==> src/rtl/bram_sdp_rr_arbiter_if.sv <==
`default_nettype none
// ============================================================================
// Module   : bram_sdp_rr_arbiter_if
// Brief    : Requester, response and BRAM port bundle for bram_sdp_rr_arbiter.
// Revision : 1.0 - initial release
// ============================================================================
interface bram_sdp_rr_arbiter_if #(
   parameter int NUM_REQ           = 4,
   parameter int NUMBER_OF_COLUMNS = 8,
   parameter int COLUMN_WIDTH      = 16,
   parameter int DEPTH             = 128
);
   localparam int ADDR_WIDTH = $clog2(DEPTH);
   localparam int DATA_WIDTH = NUMBER_OF_COLUMNS * COLUMN_WIDTH;
   localparam int ID_WIDTH   = $clog2(NUM_REQ);

   logic [NUM_REQ-1:0]                   wr_valid;
   logic [NUM_REQ-1:0]                   wr_ready;
   logic [NUM_REQ*ADDR_WIDTH-1:0]        wr_addr;
   logic [NUM_REQ*NUMBER_OF_COLUMNS-1:0] wr_be;
   logic [NUM_REQ*DATA_WIDTH-1:0]        wr_data;
   logic [NUM_REQ-1:0]                   rd_valid;
   logic [NUM_REQ-1:0]                   rd_ready;
   logic [NUM_REQ*ADDR_WIDTH-1:0]        rd_addr;
   logic                                 rsp_valid;
   logic                                 rsp_ready;
   logic [ID_WIDTH-1:0]                  rsp_id;
   logic [DATA_WIDTH-1:0]                rsp_data;
   logic                                 ena;
   logic [NUMBER_OF_COLUMNS-1:0]         wea;
   logic [ADDR_WIDTH-1:0]                addra;
   logic [DATA_WIDTH-1:0]                dina;
   logic                                 enb;
   logic [ADDR_WIDTH-1:0]                addrb;
   logic [DATA_WIDTH-1:0]                doutb;

   modport slave (
      input  wr_valid, wr_addr, wr_be, wr_data, rd_valid, rd_addr, rsp_ready, doutb,
      output wr_ready, rd_ready, rsp_valid, rsp_id, rsp_data,
             ena, wea, addra, dina, enb, addrb
   );

   modport master (
      output wr_valid, wr_addr, wr_be, wr_data, rd_valid, rd_addr, rsp_ready, doutb,
      input  wr_ready, rd_ready, rsp_valid, rsp_id, rsp_data,
             ena, wea, addra, dina, enb, addrb
   );
endinterface
`default_nettype wire

==> src/rtl/bram_sdp_rr_arbiter.sv <==
`default_nettype none
// ============================================================================
// Module   : bram_sdp_rr_arbiter
// Brief    : Round-robin write/read arbitration in front of a simple-dual-port
//            byte-write BRAM, with an in-order 2-entry tagged response buffer.
// Revision : 1.0 - initial release
// ============================================================================
module bram_sdp_rr_arbiter #(
   parameter int NUM_REQ           = 4,
   parameter int NUMBER_OF_COLUMNS = 8,
   parameter int COLUMN_WIDTH      = 16,
   parameter int DEPTH             = 128
) (
   input  logic                 clk,
   input  logic                 rst_n,
   bram_sdp_rr_arbiter_if.slave bus
);
   localparam int ADDR_WIDTH = $clog2(DEPTH);
   localparam int DATA_WIDTH = NUMBER_OF_COLUMNS * COLUMN_WIDTH;
   localparam int ID_WIDTH   = $clog2(NUM_REQ);

   localparam logic [ID_WIDTH:0]   c_num_req  = (ID_WIDTH+1)'(NUM_REQ);
   localparam logic [ID_WIDTH-1:0] c_last_req = ID_WIDTH'(NUM_REQ - 1);

   // Returns {found, index} of the first request at or after ptr, wrapping.
   function automatic logic [ID_WIDTH:0] rr_pick(input logic [NUM_REQ-1:0]  req,
                                                 input logic [ID_WIDTH-1:0] ptr);
      logic [ID_WIDTH:0] idx;
      logic [ID_WIDTH:0] pick;
      pick = '0;
      for (int k = NUM_REQ - 1; k >= 0; k--) begin
         idx = {1'b0, ptr} + (ID_WIDTH+1)'(k);
         if (idx >= c_num_req) idx = idx - c_num_req;
         if (req[idx[ID_WIDTH-1:0]]) pick = {1'b1, idx[ID_WIDTH-1:0]};
      end
      return pick;
   endfunction

   function automatic logic [ID_WIDTH-1:0] rr_next(input logic [ID_WIDTH-1:0] win);
      return (win == c_last_req) ? '0 : win + ID_WIDTH'(1);
   endfunction

   logic [ID_WIDTH-1:0]   r_wr_ptr;
   logic [ID_WIDTH-1:0]   r_rd_ptr;
   logic                  r_inflight;
   logic [ID_WIDTH-1:0]   r_inflight_id;
   logic [1:0]            r_count;
   logic [ID_WIDTH-1:0]   r_buf_id   [2];
   logic [DATA_WIDTH-1:0] r_buf_data [2];

   logic [ID_WIDTH:0]     w_wr_pick;
   logic [ID_WIDTH:0]     w_rd_pick;
   logic [ID_WIDTH-1:0]   w_wr_win;
   logic [ID_WIDTH-1:0]   w_rd_win;
   logic                  w_wr_grant;
   logic                  w_rd_grant;
   logic                  w_rsp_valid;
   logic                  w_pop;
   logic                  w_push;
   logic                  w_credit;
   logic [2:0]            w_cnt;
   logic [1:0]            w_base;

   assign w_wr_pick  = rr_pick(bus.wr_valid, r_wr_ptr);
   assign w_wr_win   = w_wr_pick[ID_WIDTH-1:0];
   assign w_wr_grant = w_wr_pick[ID_WIDTH] & rst_n;

   // Credit counts both buffered responses and the read still inside the RAM.
   assign w_rsp_valid = (r_count != 2'd0);
   assign w_pop       = w_rsp_valid & bus.rsp_ready;
   assign w_push      = r_inflight;
   assign w_cnt       = {1'b0, r_count} + {2'b00, r_inflight};
   assign w_credit    = (w_cnt - {2'b00, w_pop}) < 3'd2;
   assign w_base      = r_count - {1'b0, w_pop};

   assign w_rd_pick  = rr_pick(bus.rd_valid, r_rd_ptr);
   assign w_rd_win   = w_rd_pick[ID_WIDTH-1:0];
   assign w_rd_grant = w_rd_pick[ID_WIDTH] & w_credit & rst_n;

   always_comb begin
      bus.wr_ready           = '0;
      bus.rd_ready           = '0;
      bus.wr_ready[w_wr_win] = w_wr_grant;
      bus.rd_ready[w_rd_win] = w_rd_grant;
   end

   assign bus.ena   = w_wr_grant;
   assign bus.wea   = w_wr_grant ? bus.wr_be[w_wr_win*NUMBER_OF_COLUMNS +: NUMBER_OF_COLUMNS] : '0;
   assign bus.addra = bus.wr_addr[w_wr_win*ADDR_WIDTH +: ADDR_WIDTH];
   assign bus.dina  = bus.wr_data[w_wr_win*DATA_WIDTH +: DATA_WIDTH];
   assign bus.enb   = w_rd_grant;
   assign bus.addrb = bus.rd_addr[w_rd_win*ADDR_WIDTH +: ADDR_WIDTH];

   assign bus.rsp_valid = w_rsp_valid;
   assign bus.rsp_id    = r_buf_id[0];
   assign bus.rsp_data  = r_buf_data[0];

   always_ff @(posedge clk) begin
      if (!rst_n) begin
         r_wr_ptr      <= '0;
         r_rd_ptr      <= '0;
         r_inflight    <= 1'b0;
         r_inflight_id <= '0;
         r_count       <= '0;
         r_buf_id[0]   <= '0;
         r_buf_id[1]   <= '0;
      end else begin
         if (w_wr_grant) r_wr_ptr <= rr_next(w_wr_win);
         if (w_rd_grant) begin
            r_rd_ptr      <= rr_next(w_rd_win);
            r_inflight_id <= w_rd_win;
         end
         r_inflight <= w_rd_grant;
         // Head shifts out on pop; the arriving word lands behind what remains.
         if (w_pop)  r_buf_id[0]         <= r_buf_id[1];
         if (w_push) r_buf_id[w_base[0]] <= r_inflight_id;
         r_count <= w_base + {1'b0, w_push};
      end
   end

   always_ff @(posedge clk) begin
      if (w_pop)           r_buf_data[0]         <= r_buf_data[1];
      if (w_push && rst_n) r_buf_data[w_base[0]] <= bus.doutb;
   end
endmodule
`default_nettype wire
==> src/flat_wrapper.sv <==
// flat-port wrapper written by rule: the top's interface ports become plain ports
module bram_sdp_rr_arbiter_flat 
#(
   parameter int NUM_REQ           = 4,
   parameter int NUMBER_OF_COLUMNS = 8,
   parameter int COLUMN_WIDTH      = 16,
   parameter int DEPTH             = 128
)
  (clk, rst_n, bus_wr_valid, bus_wr_addr, bus_wr_be, bus_wr_data, bus_rd_valid, bus_rd_addr, bus_rsp_ready, bus_doutb, bus_wr_ready, bus_rd_ready, bus_rsp_valid, bus_rsp_id, bus_rsp_data, bus_ena, bus_wea, bus_addra, bus_dina, bus_enb, bus_addrb);
  bram_sdp_rr_arbiter_if #(.NUM_REQ(NUM_REQ), .NUMBER_OF_COLUMNS(NUMBER_OF_COLUMNS), .COLUMN_WIDTH(COLUMN_WIDTH), .DEPTH(DEPTH)) bus_i ();
  input  logic clk;
  input  logic rst_n;
  input wire logic [$bits(bus_i.wr_valid)-1:0] bus_wr_valid;
  input wire logic [$bits(bus_i.wr_addr)-1:0] bus_wr_addr;
  input wire logic [$bits(bus_i.wr_be)-1:0] bus_wr_be;
  input wire logic [$bits(bus_i.wr_data)-1:0] bus_wr_data;
  input wire logic [$bits(bus_i.rd_valid)-1:0] bus_rd_valid;
  input wire logic [$bits(bus_i.rd_addr)-1:0] bus_rd_addr;
  input wire logic [$bits(bus_i.rsp_ready)-1:0] bus_rsp_ready;
  input wire logic [$bits(bus_i.doutb)-1:0] bus_doutb;
  output wire logic [$bits(bus_i.wr_ready)-1:0] bus_wr_ready;
  output wire logic [$bits(bus_i.rd_ready)-1:0] bus_rd_ready;
  output wire logic [$bits(bus_i.rsp_valid)-1:0] bus_rsp_valid;
  output wire logic [$bits(bus_i.rsp_id)-1:0] bus_rsp_id;
  output wire logic [$bits(bus_i.rsp_data)-1:0] bus_rsp_data;
  output wire logic [$bits(bus_i.ena)-1:0] bus_ena;
  output wire logic [$bits(bus_i.wea)-1:0] bus_wea;
  output wire logic [$bits(bus_i.addra)-1:0] bus_addra;
  output wire logic [$bits(bus_i.dina)-1:0] bus_dina;
  output wire logic [$bits(bus_i.enb)-1:0] bus_enb;
  output wire logic [$bits(bus_i.addrb)-1:0] bus_addrb;
  assign bus_i.wr_valid = bus_wr_valid;
  assign bus_i.wr_addr = bus_wr_addr;
  assign bus_i.wr_be = bus_wr_be;
  assign bus_i.wr_data = bus_wr_data;
  assign bus_i.rd_valid = bus_rd_valid;
  assign bus_i.rd_addr = bus_rd_addr;
  assign bus_i.rsp_ready = bus_rsp_ready;
  assign bus_i.doutb = bus_doutb;
  assign bus_wr_ready = bus_i.wr_ready;
  assign bus_rd_ready = bus_i.rd_ready;
  assign bus_rsp_valid = bus_i.rsp_valid;
  assign bus_rsp_id = bus_i.rsp_id;
  assign bus_rsp_data = bus_i.rsp_data;
  assign bus_ena = bus_i.ena;
  assign bus_wea = bus_i.wea;
  assign bus_addra = bus_i.addra;
  assign bus_dina = bus_i.dina;
  assign bus_enb = bus_i.enb;
  assign bus_addrb = bus_i.addrb;
  bram_sdp_rr_arbiter #(.NUM_REQ(NUM_REQ), .NUMBER_OF_COLUMNS(NUMBER_OF_COLUMNS), .COLUMN_WIDTH(COLUMN_WIDTH), .DEPTH(DEPTH)) u_core (.clk(clk), .rst_n(rst_n), .bus(bus_i));
endmodule
==> config.mk <==
export PLATFORM = sky130hd
export DESIGN_NAME = bram_sdp_rr_arbiter_flat
export DESIGN_NICKNAME = d
export VERILOG_FILES = /design/src/rtl/bram_sdp_rr_arbiter_if.sv /design/src/rtl/bram_sdp_rr_arbiter.sv /design/src/flat_wrapper.sv
export SDC_FILE = /design/constraint.sdc
export NUM_CORES = 1
export LEC_CHECK = 0
export CORE_AREA = 10 10 388 390
export CTS_BUF_LIST = sky130_fd_sc_hd__clkbuf_8
export DETAILED_ROUTE_END_ITERATION = 6
export DIE_AREA = 0 0 398 400
export GPL_TIMING_DRIVEN = 0
export PLACE_DENSITY = 0.37
export SYNTH_ARGS = -nofsm -noshare
export SYNTH_HDL_FRONTEND = slang
export SYNTH_SLANG_ARGS = --single-unit
==> constraint.sdc <==
create_clock -name clk -period 11.7 [get_ports clk]
set_input_delay 2.34 -clock clk [delete_from_list [all_inputs] [get_ports clk]]
set_output_delay 2.34 -clock clk [all_outputs]
set_load 0.005 [all_outputs]
==> results of run 1 <==
[worst max-delay path, cell delays in order]
cell and delay (ns):
clkdlybuf4s50_1 0.49, a21o_1 0.21, a21oi_1 0.14, o22a_1 0.22
buf_6 0.22, buf_8 0.25, mux2i_1 1.08, o22ai_1 0.19
clkdlybuf4s50_1 0.52
[path summary, 6_finish.rpt]
kind | from | end | slack [ns] | depth (start not counted)
max | bus_wr_valid[0] | bus_wea[5] | 3.65 | 9
min | u_core.r_buf_data[1][26]$_DFFE_PP_ | u_core.r_buf_data[0][26]$_DFFE_PP_ | 0.51 | 1
max reg2reg | u_core.r_count[1]$_SDFF_PN0_ | u_core.r_buf_data[0][85]$_DFFE_PP_ | 7.10 | 10
min reg2reg | u_core.r_buf_data[1][26]$_DFFE_PP_ | u_core.r_buf_data[0][26]$_DFFE_PP_ | 0.51 | 1
[metrics by stage]
stage	hold WS [ns]	power (mW)
6_report	0.5135	4.491
3_5_place_dp	0.5317	3.664
2_1_floorplan	0.5231	2.307
5_1_grt	0.5169	4.742
3_3_place_gp	0.5273	3.694
4_1_cts	0.4843	4.613
[layer usage]
| layer | global-route usage | up-vias | routed length, um |
|---|---|---|---|
| li1 | - | 6169 | - |
| met1 | 0.1671 | 6767 | 47670 |
| met2 | 0.2339 | 852 | 57500 |
| met3 | 0.05979 | 163 | 13120 |
| met4 | 0.03066 | 38 | 2535 |
| met5 | 0 | - | 232 |
[cells in the mapped netlist (all sizes together)]
cell	count	area share
mux2i	425	0.28
edfxtp	260	0.52
mux2	128	0.095
buf	47	0.033
nand2	32	0.0079
clkbuf	18	0.0065
inv	13	0.0032
and2	12	0.0050
o22ai	12	0.0054
a21oi	11	0.0036
ha	10	0.0083
dfxtp	9	0.012
a32oi	7	0.0041
nor2b	7	0.0029
nor2	4	0.00099
nor3	4	0.0017
a21o	2	0.00099
nand2b	2	0.00083
nand3	2	0.00066
nor4	2	0.00083
o21ai	2	0.00066
xnor2	2	0.0012
xor2	2	0.0012
a211oi	1	0.00083
a21boi	1	0.00050
and3	1	0.00041
fa	1	0.0013
nor3b	1	0.00050
o21a	1	0.00050
o221ai	1	0.00099
o22a	1	0.00058
or2	1	0.00041
[cell type report]
class                   instances  area (um2)
diodes                         11       27.53
plain buffers                  65       601.8
clock buffers                  50       688.2
clock inverters                39       272.8
fillers                     15440      113800
inverters                      13       48.80
multi-input cells             675        6502
flip-flops and latches        269        7988
well taps                    1903        2381
repair buffers               1036       10450
[registers in the layout, indices dropped and copies added, names as in the netlist]
name / cells
u_core.r_wr_ptr: 2
u_core.r_count: 2
u_core.r_buf_id: 4
u_core.r_inflight: 1
u_core.r_inflight_id: 2
u_core.r_buf_data: 256
u_core.r_rd_ptr: 2
[power breakdown]
part / internal [mW] / switching [mW] / total [mW]
clock network: 0.470 / 0.432 / 0.902
registers: 1.33 / 0.0531 / 1.38
logic: 1.13 / 1.08 / 2.21
[cells by family (layout without fill, tap and decap cells)]
| logic type | after synthesis | count (layout) | synth area share |
|---|---|---|---|
| AOI/OAI and AO/OA | 39 | 39 | 0.01812 |
| xor gates and xnor gates | 4 | 4 | 0.002317 |
| adders and majority gates | 11 | 11 | 0.009598 |
| buffers and inverters | 78 | 1203 | 0.04303 |
| DFF | 269 | 269 | 0.5282 |
| muxes | 553 | 553 | 0.3766 |
| other | 0 | 11 | 0 |
| and+or+nand+nor | 68 | 68 | 0.02209 |
==> results_dict.tcl, run 1 <==
set metrics [dict create \
    status "completed" \
    fmax_ghz 0.1242 \
    worstPathRequired_ns 9.36 \
    detail_route.vias_per_cell 3.445 \
    cts_root_buffer "clkbuf_8" \
    fin_crit_ns 8.051 \
    ant_nets 0 \
    clock-sinks 269 \
    grt_overflow_total 0 \
    grt_pass1_wl_mm 150.6 \
    rows 139 \
    p_per_area_mw_per_mm2 155.1 \
    cp.arrival_ns 5.71 \
    cts_tree "built" \
    dp.cells 3961 \
    htree_levels 2 \
    cts_resized 0 \
    synth_area_per_cell_um2 14.80 \
    end_kind "output port" \
    design_area_mm2 0.02896 \
    grt_use_total 0.1405 \
    grt_setup_unrepaired "false" \
    maxCapViolCount 0 \
    synth_cell_type_count 41 \
    post-place-ws_ns 3.479 \
    die-area_mm2 0.1592 \
    nets 2860 \
    skew_ns 0.05744 \
    ios 1030 \
    drt_pass1_iterations 5 \
    dp_hpwl_mm 106.0 \
    syn-num-nets 1772 \
    hold_violations 0 \
    tns_ns 0 \
    cts_setup_buffers 0 \
    syn_inst 1022 \
    syn_area_mm2 0.01512 \
    slew_viol_final 0 \
    synth-seq-cells 269 \
    core_mm2 0.1428 \
    setup_viol_count_final 0 \
    portBuffers 1029 \
    slew_headroom 0.1008 \
    grt_max_degree 49 \
    die_width_um 398 \
    clock_latency_ns 0.64 \
    syn2layout_area_growth_pct 91.49 \
    grt_pass1_vias 14850 \
    fin_cells 4061 \
    ys_warn_count 0 \
    antenna_found_initial 82 \
    worstPathMaxFanout 10 \
    vias 13990 \
    period_share 0.6881 \
    place_congestion 0.9670 \
    postCtsHoldBufs 0 \
    drtIter0Drc 786 \
    min_path_type "reg2reg" \
    layout-drive-gt1-share 0.1225 \
    place_area_mm2 0.02797 \
    cts_inserted_buffers 50 \
    most-common-layout-cells "clkdlybuf4s50_1, mux2i_1, edfxtp_1" \
    wl_per_cell_um 29.81 \
    start_util 0.1059 \
    cp-start-kind "input port" \
    drc 0 \
    cts.path.max_buffers 3 \
    clk_pin_slew_ns 0.07 \
    fp.dieH_um 400 \
    final_common_cell "clkdlybuf4s50_1" \
    critical_path_class "in2out" \
    leakagePower_nw 10.31 \
    peakVddDrop_v 0.00009824 \
    worst_slack_ns 3.649 \
    post-route-util 0.2028 \
    ys_seq_area_frac 0.5282 \
    routed_wirelength_mm 121.1 \
    worstMarginPinSlew_ns 1.311 \
]
No activity file was read; power rests on OpenSTA's default activity.
==> inputs of run 2 (changes only) <==
--- a/config.mk
+++ b/config.mk
@@ -5,10 +5,10 @@
 export SDC_FILE = /design/constraint.sdc
 export NUM_CORES = 1
 export LEC_CHECK = 0
-export CORE_AREA = 10 10 388 390
+export CORE_AREA = 10 10 398 400
 export CTS_BUF_LIST = sky130_fd_sc_hd__clkbuf_8
 export DETAILED_ROUTE_END_ITERATION = 6
-export DIE_AREA = 0 0 398 400
+export DIE_AREA = 0 0 408 410
 export GPL_TIMING_DRIVEN = 0
 export PLACE_DENSITY = 0.37
 export SYNTH_ARGS = -nofsm -noshare
==> constraint.sdc (replaced) <==
create_clock -name clk -period 7.38 [get_ports clk]
set_input_delay 1.476 -clock clk [delete_from_list [all_inputs] [get_ports clk]]
set_output_delay 1.476 -clock clk [all_outputs]
set_load 0.005 [all_outputs]
==> run 2 against run 1 <==
  * Flip-flop and latch count is the same
  * Critical path type unchanged
  * Worst hold slack better by 0.0065 ns
  * Highest routed layer unchanged
  * Clock power up 44%
  * First-iteration DRC count is 16% lower
==> results_dict.tcl, run 2 (synthesized netlist as in run 1, its figures left out) <==
set metrics [dict create \
    routed_wirelength_mm 112.5 \
    period_share 0.8840 \
    drtIter0Drc 662 \
    grt_pass1_vias 14290 \
    detail_route.vias_per_cell 3.229 \
    cp-start-kind "input port" \
    vias 13510 \
    slew_viol_final 0 \
    core_mm2 0.1508 \
    cts_inserted_buffers 47 \
    grt_pass1_wl_mm 144.4 \
    portBuffers 1029 \
    peakVddDrop_v 0.0001479 \
    largest_register "u_core.r_buf_data" \
    fp.dieH_um 410 \
    antenna_found_initial 61 \
    final_common_cell "clkdlybuf4s50_1" \
    fmax_ghz 0.1533 \
    cts.path.max_buffers 3 \
    die_width_um 408 \
    cts_resized 0 \
    fin_crit_ns 6.524 \
    maxCapViolCount 0 \
    clock_latency_ns 0.63 \
    hold_violations 0 \
    nets 2857 \
    tns_ns 0 \
    place_congestion 0.8816 \
    worstPathMaxFanout 10 \
    grt_setup_unrepaired "false" \
    ant_nets 0 \
    setup_viol_count_final 0 \
    grt_max_degree 49 \
    rows 143 \
    largest_register_ffs 256 \
    leakagePower_nw 10.30 \
    rr_worst_depth 10 \
    syn2layout_area_growth_pct 91.79 \
    cts_root_buffer "clkbuf_8" \
    grt_overflow_total 0 \
    skew_ns 0.05016 \
    critical_path_class "in2out" \
    dp.cells 4088 \
    grt_use_total 0.1262 \
    status "completed" \
    cts_tree "built" \
    start_util 0.1003 \
    most-common-layout-cells "clkdlybuf4s50_1, mux2i_1, edfxtp_1" \
    min_path_cells 1 \
    dp_hpwl_mm 97.78 \
    postCtsHoldBufs 0 \
    slew_headroom 0.3110 \
    clock-sinks 269 \
    die-area_mm2 0.1673 \
    worstMarginPinSlew_ns 1.034 \
    ios 1030 \
    worstReg2RegEnd "u_core.r_buf_data[0][126]$_DFFE_PP_" \
    hold_start "u_core.r_buf_data[1][97]$_DFFE_PP_" \
    end_kind "output port" \
    htree_levels 2 \
    reg_top3 "u_core.r_buf_data x256, u_core.r_buf_id x4" \
    p_per_area_mw_per_mm2 239.9 \
    fin_cells 4183 \
    r2r_slack_ns 2.77 \
    min_path_type "reg2reg" \
    drc 0 \
    layout-drive-gt1-share 0.1179 \
    wl_per_cell_um 26.90 \
    r2r_start "u_core.r_count[1]$_SDFF_PN0_" \
    cts_setup_buffers 0 \
    whs_endpoint "u_core.r_buf_data[0][97]$_DFFE_PP_" \
    worstPathRequired_ns 5.90 \
    clk_pin_slew_ns 0.07 \
    cp.arrival_ns 5.05 \
    drt_pass1_iterations 4 \
]
## run 2: area by class of cell
type / count / area, um2
fill: 16480 / 121800
timing repair buffer: 1036 / 10460
sequential: 269 / 7988
multi-input combinational: 675 / 6499
tap: 2030 / 2540
clock buffer: 47 / 646.9
buffer: 65 / 601.8
clock inverter: 40 / 203.9
inverter: 13 / 48.80
antenna: 8 / 20.02
## run 2: worst max-delay path by stage
stage	start	endpoint	slack, ns	depth (start not counted)
detailed placement	bus_wr_valid[1]	bus_dina[78]	0.59	8
global placement	bus_rsp_ready	u_core.r_buf_data[0][121]$_DFFE_PP_	-3.42	8
floorplan	bus_rsp_ready	u_core.r_buf_data[0][0]$_DFFE_PP_	1.45	7
global route	bus_wr_valid[0]	bus_wea[6]	0.58	6
CTS	bus_wr_valid[1]	bus_dina[78]	0.57	8
finish	bus_wr_valid[1]	bus_wea[6]	0.86	8
## run 2: worst max-delay path, cell delays in order
cell and delay, ns:
clkdlybuf4s50_1 0.54, nand2b_1 0.13, a21oi_1 0.07, a211oi_2 0.52, buf_2 0.51, nand2_1 0.47
o22ai_1 0.67, clkdlybuf4s50_1 0.63
## run 2: layer usage
layer / track usage / share of wire / vias up
li1: - / - / 6160
met1: 0.1487 / 0.40 / 6467
met2: 0.2135 / 0.48 / 677
met3: 0.05338 / 0.098 / 145
met4: 0.02476 / 0.020 / 56
met5: 0 / 0.0029 / -
## run 2: metrics by stage
step / hold slack, ns / worst slack, ns / cell area (um2) / util / total power, mW
final: 0.5200 / 0.8560 / 29000 / 0.1923 / 6.959
after global placement: 0.5267 / -3.419 / 27960 / 0.1854 / 5.863
after CTS: 0.5177 / 0.5697 / 28980 / 0.1922 / 7.150
after floorplan: 0.5231 / 1.450 / 15120 / - / 3.650
after detailed placement: 0.5312 / 0.5863 / 28130 / 0.1865 / 5.792
after global routing: 0.5345 / 0.5849 / 28990 / 0.1922 / 7.357
## run 2: report_power, final
group          internal (mW)  switching, mW  total [mW]
clock                  0.608          0.690        1.30
sequential              2.10         0.0821        2.19
combinational           1.79           1.69        3.47
total                   4.50           2.46        6.96
